**src/rtl/cacc_dlv_addr_seq_if.sv**
```systemverilog
// Delivery-stream handshake bundle: buffer read atoms in, address-tagged atoms out.
interface cacc_dlv_addr_seq_if #(
  parameter int AW = 27
) ();
  logic          in_valid;
  logic          in_ready;
  logic          in_layer_end;
  logic          out_valid;
  logic          out_ready;
  logic [AW-1:0] out_addr;
  logic          out_line_end;
  logic          out_surf_end;
  logic          out_layer_end;

  modport slave (
    input  in_valid, in_layer_end, out_ready,
    output in_ready, out_valid, out_addr, out_line_end, out_surf_end, out_layer_end
  );

  modport master (
    output in_valid, in_layer_end, out_ready,
    input  in_ready, out_valid, out_addr, out_line_end, out_surf_end, out_layer_end
  );
endinterface

```
**src/rtl/cacc_dlv_addr_seq.sv**
```systemverilog
// Tags each delivery-buffer atom with its surface address and line/surface/layer end flags.
// One-cycle register slice; input stalls only when the held atom is not being taken.
module cacc_dlv_addr_seq #(
  parameter int AW = 27,
  parameter int SW = 8
) (
  input  logic          nvdla_core_clk,
  input  logic          nvdla_core_rstn,
  input  logic          op_load,
  input  logic [12:0]   reg2dp_dataout_width,
  input  logic [12:0]   reg2dp_dataout_height,
  input  logic [SW-1:0] reg2dp_dataout_surf,
  input  logic [AW-1:0] reg2dp_dataout_addr,
  input  logic [23:0]   reg2dp_line_stride,
  input  logic [23:0]   reg2dp_surf_stride,
  cacc_dlv_addr_seq_if.slave io,
  output logic          busy,
  output logic          seq_err
);

  localparam logic [1:0] ST_IDLE = 2'd0;
  localparam logic [1:0] ST_RUN  = 2'd1;
  localparam logic [1:0] ST_DONE = 2'd2;

  logic [1:0]    state;
  logic [12:0]   width_r, height_r;
  logic [SW-1:0] surf_r;
  logic [AW-1:0] line_stride_r, surf_stride_r;
  logic [12:0]   w_cnt, h_cnt;
  logic [SW-1:0] s_cnt;
  logic [AW-1:0] line_base, surf_base;

  logic accept;
  logic line_end_c, surf_end_c, layer_end_c;

  assign busy        = (state != ST_IDLE);
  assign io.in_ready = (state == ST_RUN) & (~io.out_valid | io.out_ready);
  assign accept      = io.in_valid & io.in_ready;

  assign line_end_c  = (w_cnt == width_r);
  assign surf_end_c  = line_end_c & (h_cnt == height_r);
  assign layer_end_c = surf_end_c & (s_cnt == surf_r);

  always_ff @(posedge nvdla_core_clk or negedge nvdla_core_rstn) begin
    if (!nvdla_core_rstn) begin
      state            <= ST_IDLE;
      width_r          <= '0;
      height_r         <= '0;
      surf_r           <= '0;
      line_stride_r    <= '0;
      surf_stride_r    <= '0;
      w_cnt            <= '0;
      h_cnt            <= '0;
      s_cnt            <= '0;
      line_base        <= '0;
      surf_base        <= '0;
      seq_err          <= 1'b0;
      io.out_valid     <= 1'b0;
      io.out_addr      <= '0;
      io.out_line_end  <= 1'b0;
      io.out_surf_end  <= 1'b0;
      io.out_layer_end <= 1'b0;
    end else begin
      case (state)
        ST_IDLE: begin
          if (op_load) begin
            width_r       <= reg2dp_dataout_width;
            height_r      <= reg2dp_dataout_height;
            surf_r        <= reg2dp_dataout_surf;
            line_stride_r <= AW'(reg2dp_line_stride);
            surf_stride_r <= AW'(reg2dp_surf_stride);
            w_cnt         <= '0;
            h_cnt         <= '0;
            s_cnt         <= '0;
            line_base     <= reg2dp_dataout_addr;
            surf_base     <= reg2dp_dataout_addr;
            seq_err       <= 1'b0;
            state         <= ST_RUN;
          end
        end
        ST_RUN: begin
          if (accept) begin
            if (line_end_c) begin
              w_cnt <= '0;
              // Next surface starts at the advanced surface base, not the line walk.
              if (surf_end_c) begin
                h_cnt     <= '0;
                s_cnt     <= s_cnt + SW'(1);
                surf_base <= surf_base + surf_stride_r;
                line_base <= surf_base + surf_stride_r;
              end else begin
                h_cnt     <= h_cnt + 13'd1;
                line_base <= line_base + line_stride_r;
              end
            end else begin
              w_cnt <= w_cnt + 13'd1;
            end
            if (io.in_layer_end != layer_end_c) seq_err <= 1'b1;
            if (layer_end_c) state <= ST_DONE;
          end
        end
        ST_DONE: begin
          if (!io.out_valid || io.out_ready) state <= ST_IDLE;
        end
        default: state <= ST_IDLE;
      endcase

      if (accept) begin
        io.out_valid     <= 1'b1;
        io.out_addr      <= line_base + AW'(w_cnt);
        io.out_line_end  <= line_end_c;
        io.out_surf_end  <= surf_end_c;
        io.out_layer_end <= layer_end_c;
      end else if (io.out_ready) begin
        io.out_valid <= 1'b0;
      end
    end
  end

endmodule
```
**src/flat_wrapper.sv**
```systemverilog
// flat-port wrapper written by rule: the top's interface ports become plain ports
module cacc_dlv_addr_seq_flat 
#(
  parameter int AW = 27,
  parameter int SW = 8
)
  (nvdla_core_clk, nvdla_core_rstn, op_load, reg2dp_dataout_width, reg2dp_dataout_height, reg2dp_dataout_surf, reg2dp_dataout_addr, reg2dp_line_stride, reg2dp_surf_stride, busy, seq_err, io_in_valid, io_in_layer_end, io_out_ready, io_in_ready, io_out_valid, io_out_addr, io_out_line_end, io_out_surf_end, io_out_layer_end);
  cacc_dlv_addr_seq_if #(.AW(AW)) io_i ();
  input  logic nvdla_core_clk;
  input  logic nvdla_core_rstn;
  input  logic op_load;
  input  logic [12:0] reg2dp_dataout_width;
  input  logic [12:0] reg2dp_dataout_height;
  input  logic [SW-1:0] reg2dp_dataout_surf;
  input  logic [AW-1:0] reg2dp_dataout_addr;
  input  logic [23:0] reg2dp_line_stride;
  input  logic [23:0] reg2dp_surf_stride;
  output logic busy;
  output logic seq_err;
  input wire logic [$bits(io_i.in_valid)-1:0] io_in_valid;
  input wire logic [$bits(io_i.in_layer_end)-1:0] io_in_layer_end;
  input wire logic [$bits(io_i.out_ready)-1:0] io_out_ready;
  output wire logic [$bits(io_i.in_ready)-1:0] io_in_ready;
  output wire logic [$bits(io_i.out_valid)-1:0] io_out_valid;
  output wire logic [$bits(io_i.out_addr)-1:0] io_out_addr;
  output wire logic [$bits(io_i.out_line_end)-1:0] io_out_line_end;
  output wire logic [$bits(io_i.out_surf_end)-1:0] io_out_surf_end;
  output wire logic [$bits(io_i.out_layer_end)-1:0] io_out_layer_end;
  assign io_i.in_valid = io_in_valid;
  assign io_i.in_layer_end = io_in_layer_end;
  assign io_i.out_ready = io_out_ready;
  assign io_in_ready = io_i.in_ready;
  assign io_out_valid = io_i.out_valid;
  assign io_out_addr = io_i.out_addr;
  assign io_out_line_end = io_i.out_line_end;
  assign io_out_surf_end = io_i.out_surf_end;
  assign io_out_layer_end = io_i.out_layer_end;
  cacc_dlv_addr_seq #(.AW(AW), .SW(SW)) u_core (.nvdla_core_clk(nvdla_core_clk), .nvdla_core_rstn(nvdla_core_rstn), .op_load(op_load), .reg2dp_dataout_width(reg2dp_dataout_width), .reg2dp_dataout_height(reg2dp_dataout_height), .reg2dp_dataout_surf(reg2dp_dataout_surf), .reg2dp_dataout_addr(reg2dp_dataout_addr), .reg2dp_line_stride(reg2dp_line_stride), .reg2dp_surf_stride(reg2dp_surf_stride), .io(io_i), .busy(busy), .seq_err(seq_err));
endmodule
```
**config.mk**
```make
export PLATFORM = sky130hd
export DESIGN_NAME = cacc_dlv_addr_seq_flat
export DESIGN_NICKNAME = d
export VERILOG_FILES = /design/src/rtl/cacc_dlv_addr_seq_if.sv /design/src/rtl/cacc_dlv_addr_seq.sv /design/src/flat_wrapper.sv
export SDC_FILE = /design/constraint.sdc
export NUM_CORES = 1
export LEC_CHECK = 0
export CAP_MARGIN = 20
export CORE_MARGIN = 2
export CORE_UTILIZATION = 40
export CTS_CLUSTER_DIAMETER = 50
export DETAILED_ROUTE_END_ITERATION = 8
export GPL_TIMING_DRIVEN = 0
export SLEW_MARGIN = 20
export SYNTH_ARGS = -nofsm -noshare
export SYNTH_HDL_FRONTEND = slang
export SYNTH_SLANG_ARGS = --single-unit
```
**constraint.sdc**
```tcl
create_clock -name nvdla_core_clk -period 7.4 [get_ports nvdla_core_clk]
set_input_delay 1.48 -clock nvdla_core_clk [delete_from_list [all_inputs] [get_ports nvdla_core_clk]]
set_output_delay 1.48 -clock nvdla_core_clk [all_outputs]
set_load 0.005 [all_outputs]
```
==> impl_metrics.py <==
metrics = {
    "synth": {
        "synth_compound_area_frac": 0.174,
        "synth-adder-area-share": 0.0699,
        "ys_top_cells_by_area": "dfrtp_1 41%, mux2_2 7.7%, ha_1 6.5%",
        "synth_area_leader_cell": "dfrtp_1",
        "ys_seq_area_frac": 0.415,
        "ys_seq_elements": 204,
        "synth_top_cell_area_share": 0.415,
        "syn-instance-count": 1276,
        "ys_top_cells_by_count": "204 x dfrtp_1, 131 x nand2_1, 113 x nor2_1",
        "async_reset_ff_frac": 1.00,
        "synthesis.nets": 1458,
        "synth_cell_types": 73,
        "synth_top_family_by_area": "compound AO/OA/AOI/OAI gates",
        "yosysWarnings": 0,
        "synth_xor_area_frac": 0.0833,
        "synth-edff-count": 0,
        "avgSynthCellArea_um2": 9.65,
        "synthSimpleGateAreaFrac": 0.145,
        "synthFlopType": "dfrtp_1",
        "synth_mux_area_frac": 0.0866,
        "synth.most_common_cell": "dfrtp_1",
        "synth_area_um2": 12300,
    },
    "worst_setup_path": {
        "cpPeakStageDelay_ns": 0.49,
        "path_cells": "clkdlybuf4s50_1, nand2b_1, and2_4, clkdlybuf4s50_1",
        "worst_ep_required_time_ns": 5.92,
        "critPathSlowestCell": "clkdlybuf4s50_1",
        "crit_path_start_kind": "input port",
        "end_kind": "primary output",
        "regToRegSetupSlack_ns": 4.00,
        "r2r-start": "u_core.surf_base[0]",
        "crit_top_cell": "clkdlybuf4s50_1",
        "criticalPathCategory": "input port to primary output",
        "reg2regPathDepth": 11,
        "reg2reg_to": "u_core.line_base[22]",
        "cp.arrival_ns": 2.74,
        "critPathMaxFanout": 3,
    },
    "placed_design": {
        "port_buffers": 148,
        "dp_hpwl_mm": 28.0,
        "routabilityCongestion": 0.890,
    },
    "worst_hold_path": {
        "hold_path.class": "flip-flop to flip-flop",
        "hold_start": "u_core.io.out_layer_end",
        "hold_depth": 1,
        "min_to": "u_core.io.out_layer_end",
    },
    "cells_and_area": {
        "nNetsFinal": 1641,
        "drive_above_1_share": 0.117,
        "area_growth_pct": 25.1,
        "diodes": 0,
    },
    "timing": {
        "min_period_ns": 4.22,
        "setup_viol_count_final": 0,
        "fmax_mhz": 237,
        "fin_tns_setup_ns": 0,
        "min_period_over_period": 0.570,
        "hold_violations": 0,
        "worst_pin_slew_ns": 1.01,
        "slew_headroom": 0.325,
        "rsz0062_at_grt": "false",
        "timing.hold.ws_ns": 0.477,
        "final_max_slew_viol_count": 0,
        "fin_skew_ns": 0.0130,
    },
    "floorplanning": {
        "rows": 64,
        "die_y_um": 179,
        "coreArea_um2": 30400,
        "die_w_um": 179,
        "io_pins": 149,
        "start_util": 0.404,
        "design.die.area_um2": 32200,
    },
    "global_routing": {
        "met1_usage": 0.321,
        "antenna_found_initial": 0,
        "met3_usage": 0.0267,
        "grt.total_usage": 0.225,
        "grtUsageMet2": 0.359,
        "grt_pass1_vias": 10100,
        "grt_overflow": 0,
        "grt_pass1_wl_mm": 57.7,
        "grt_max_degree": 90,
        "grt-busiest-layer": "met2",
    },
    "drt": {
        "ant_nets": 0,
        "drt_iter0_markers": 809,
        "drc": 0,
        "firstDrtPassIters": 5,
        "drt-wirelength-per-cell_um": 19.5,
        "routed_wl_mm": 36.7,
        "viasPerCell": 5.54,
        "dr_total_vias": 10400,
    },
    "clock_tree": {
        "cts_tree": "built",
        "htreeDepth": 1,
        "post_cts_resized": 0,
        "cts_setup_buffers": 0,
        "cts_hold_buf": 0,
        "clk_pin_slew_ns": 0.06,
        "clkLatencyLatePin_ns": 0.56,
        "cts_root_buffer": "clkbuf_16",
        "clockBufferDepth": 3,
        "numCtsBuffers": 31,
        "cts_sinks": 204,
    },
    "pwr": {
        "p_leak_uw": 0.00691,
        "ir_drop_mv": 0.162,
        "powerDensity_nw_per_um2": 239,
    },
    "outcome": {
        "status": "complete, no violations",
    },
    "job": {
        "drv_cap": 0,
    },
}
==> layout by cell type (no fill, tap or decap), drive strengths merged, types with 24 or more instances in the layout <==
master	netlist	final
nand4	24	24
xor2	49	49
inv	27	33
mux2	84	84
nand2	133	133
a21o	27	27
nand3	30	30
dfrtp	204	204
ha	64	64
clkbuf	38	79
xnor2	68	68
clkdlybuf4s50	0	147
nor2	114	114
a21oi	75	75
o21ai	87	87
==> cell type report <==
| cell class | instances | area [µm²] |
|---|---|---|
| clock inverters | 16 | 171 |
| well taps | 396 | 495 |
| multi-input cells | 991 | 6880 |
| plain buffers | 54 | 219 |
| inverters | 27 | 101 |
| clock buffers | 41 | 883 |
| flip-flops and latches | 204 | 5100 |
| fillers | 2846 | 15000 |
| repair buffers | 150 | 1540 |
==> worst max-delay path by stage <==
stage                     from                    to  slack (ns)  depth (start not counted)
2_1_floorplan     io_out_ready           io_in_ready        4.13                          2
3_3_place_gp   nvdla_core_rstn     u_core.width_r[5]       -4.12                          1
3_5_place_dp      io_out_ready  u_core.line_base[24]        2.96                          9
4_1_cts           io_out_ready           io_in_ready        3.17                          4
5_1_grt           io_out_ready           io_in_ready        3.13                          4
6_report          io_out_ready           io_in_ready        3.18                          4
==> cells by family after synthesis <==
logic type / count (synthesis)
adders and majority gates: 67
muxes: 96
xor gates and xnor gates: 117
and+or+nand+nor: 384
DFF: 204
AOI/OAI and AO/OA: 327
buffers and inverters: 81
==> per-layer routing <==
metal / wire [µm] / share of wire
met3: 2020 / 0.055
met5: 0 / 0
met2: 16400 / 0.45
met4: 1180 / 0.032
met1: 17100 / 0.46
==> flip-flops by register name, summed over array words and instances, names as in the netlist <==
signal / cells
u_core.surf_base: 27
u_core.surf_stride_r: 24
u_core.s_cnt: 8
u_core.seq_err: 1
u_core.line_base: 27
u_core.state: 2
u_core.line_stride_r: 24
u_core.width_r: 13
u_core.io.out_layer_end: 1
u_core.io.out_valid: 1
u_core.w_cnt: 13
u_core.height_r: 13
u_core.surf_r: 8
u_core.io.out_addr: 27
u_core.io.out_line_end: 1
u_core.io.out_surf_end: 1
u_core.h_cnt: 13
==> power by group <==
| part | internal (µW) | switching (µW) |
|---|---|---|
| logic | 410 | 423 |
| clock network | 914 | 563 |
| registers | 1240 | 137 |
| total | 2560 | 1120 |
==> stage by stage <==
step,utilization,area (µm²),setup slack (ns),power (µW),instances
floorplan,-,12300,4.13,1860,1276
global placement,0.469,14300,-4.12,2200,1820
detailed placement,0.471,14300,2.96,2210,1822
CTS,0.506,15400,3.17,3700,1879
global route,0.506,15400,3.13,3860,1879
finish,0.506,15400,3.18,3680,1879
==> critical path: cells and delay by family <==
family                 cells  cell delay (ns)
buffers and inverters      2             0.94
and+or+nand+nor            2             0.32
Power figures use the tool's default switching activity.
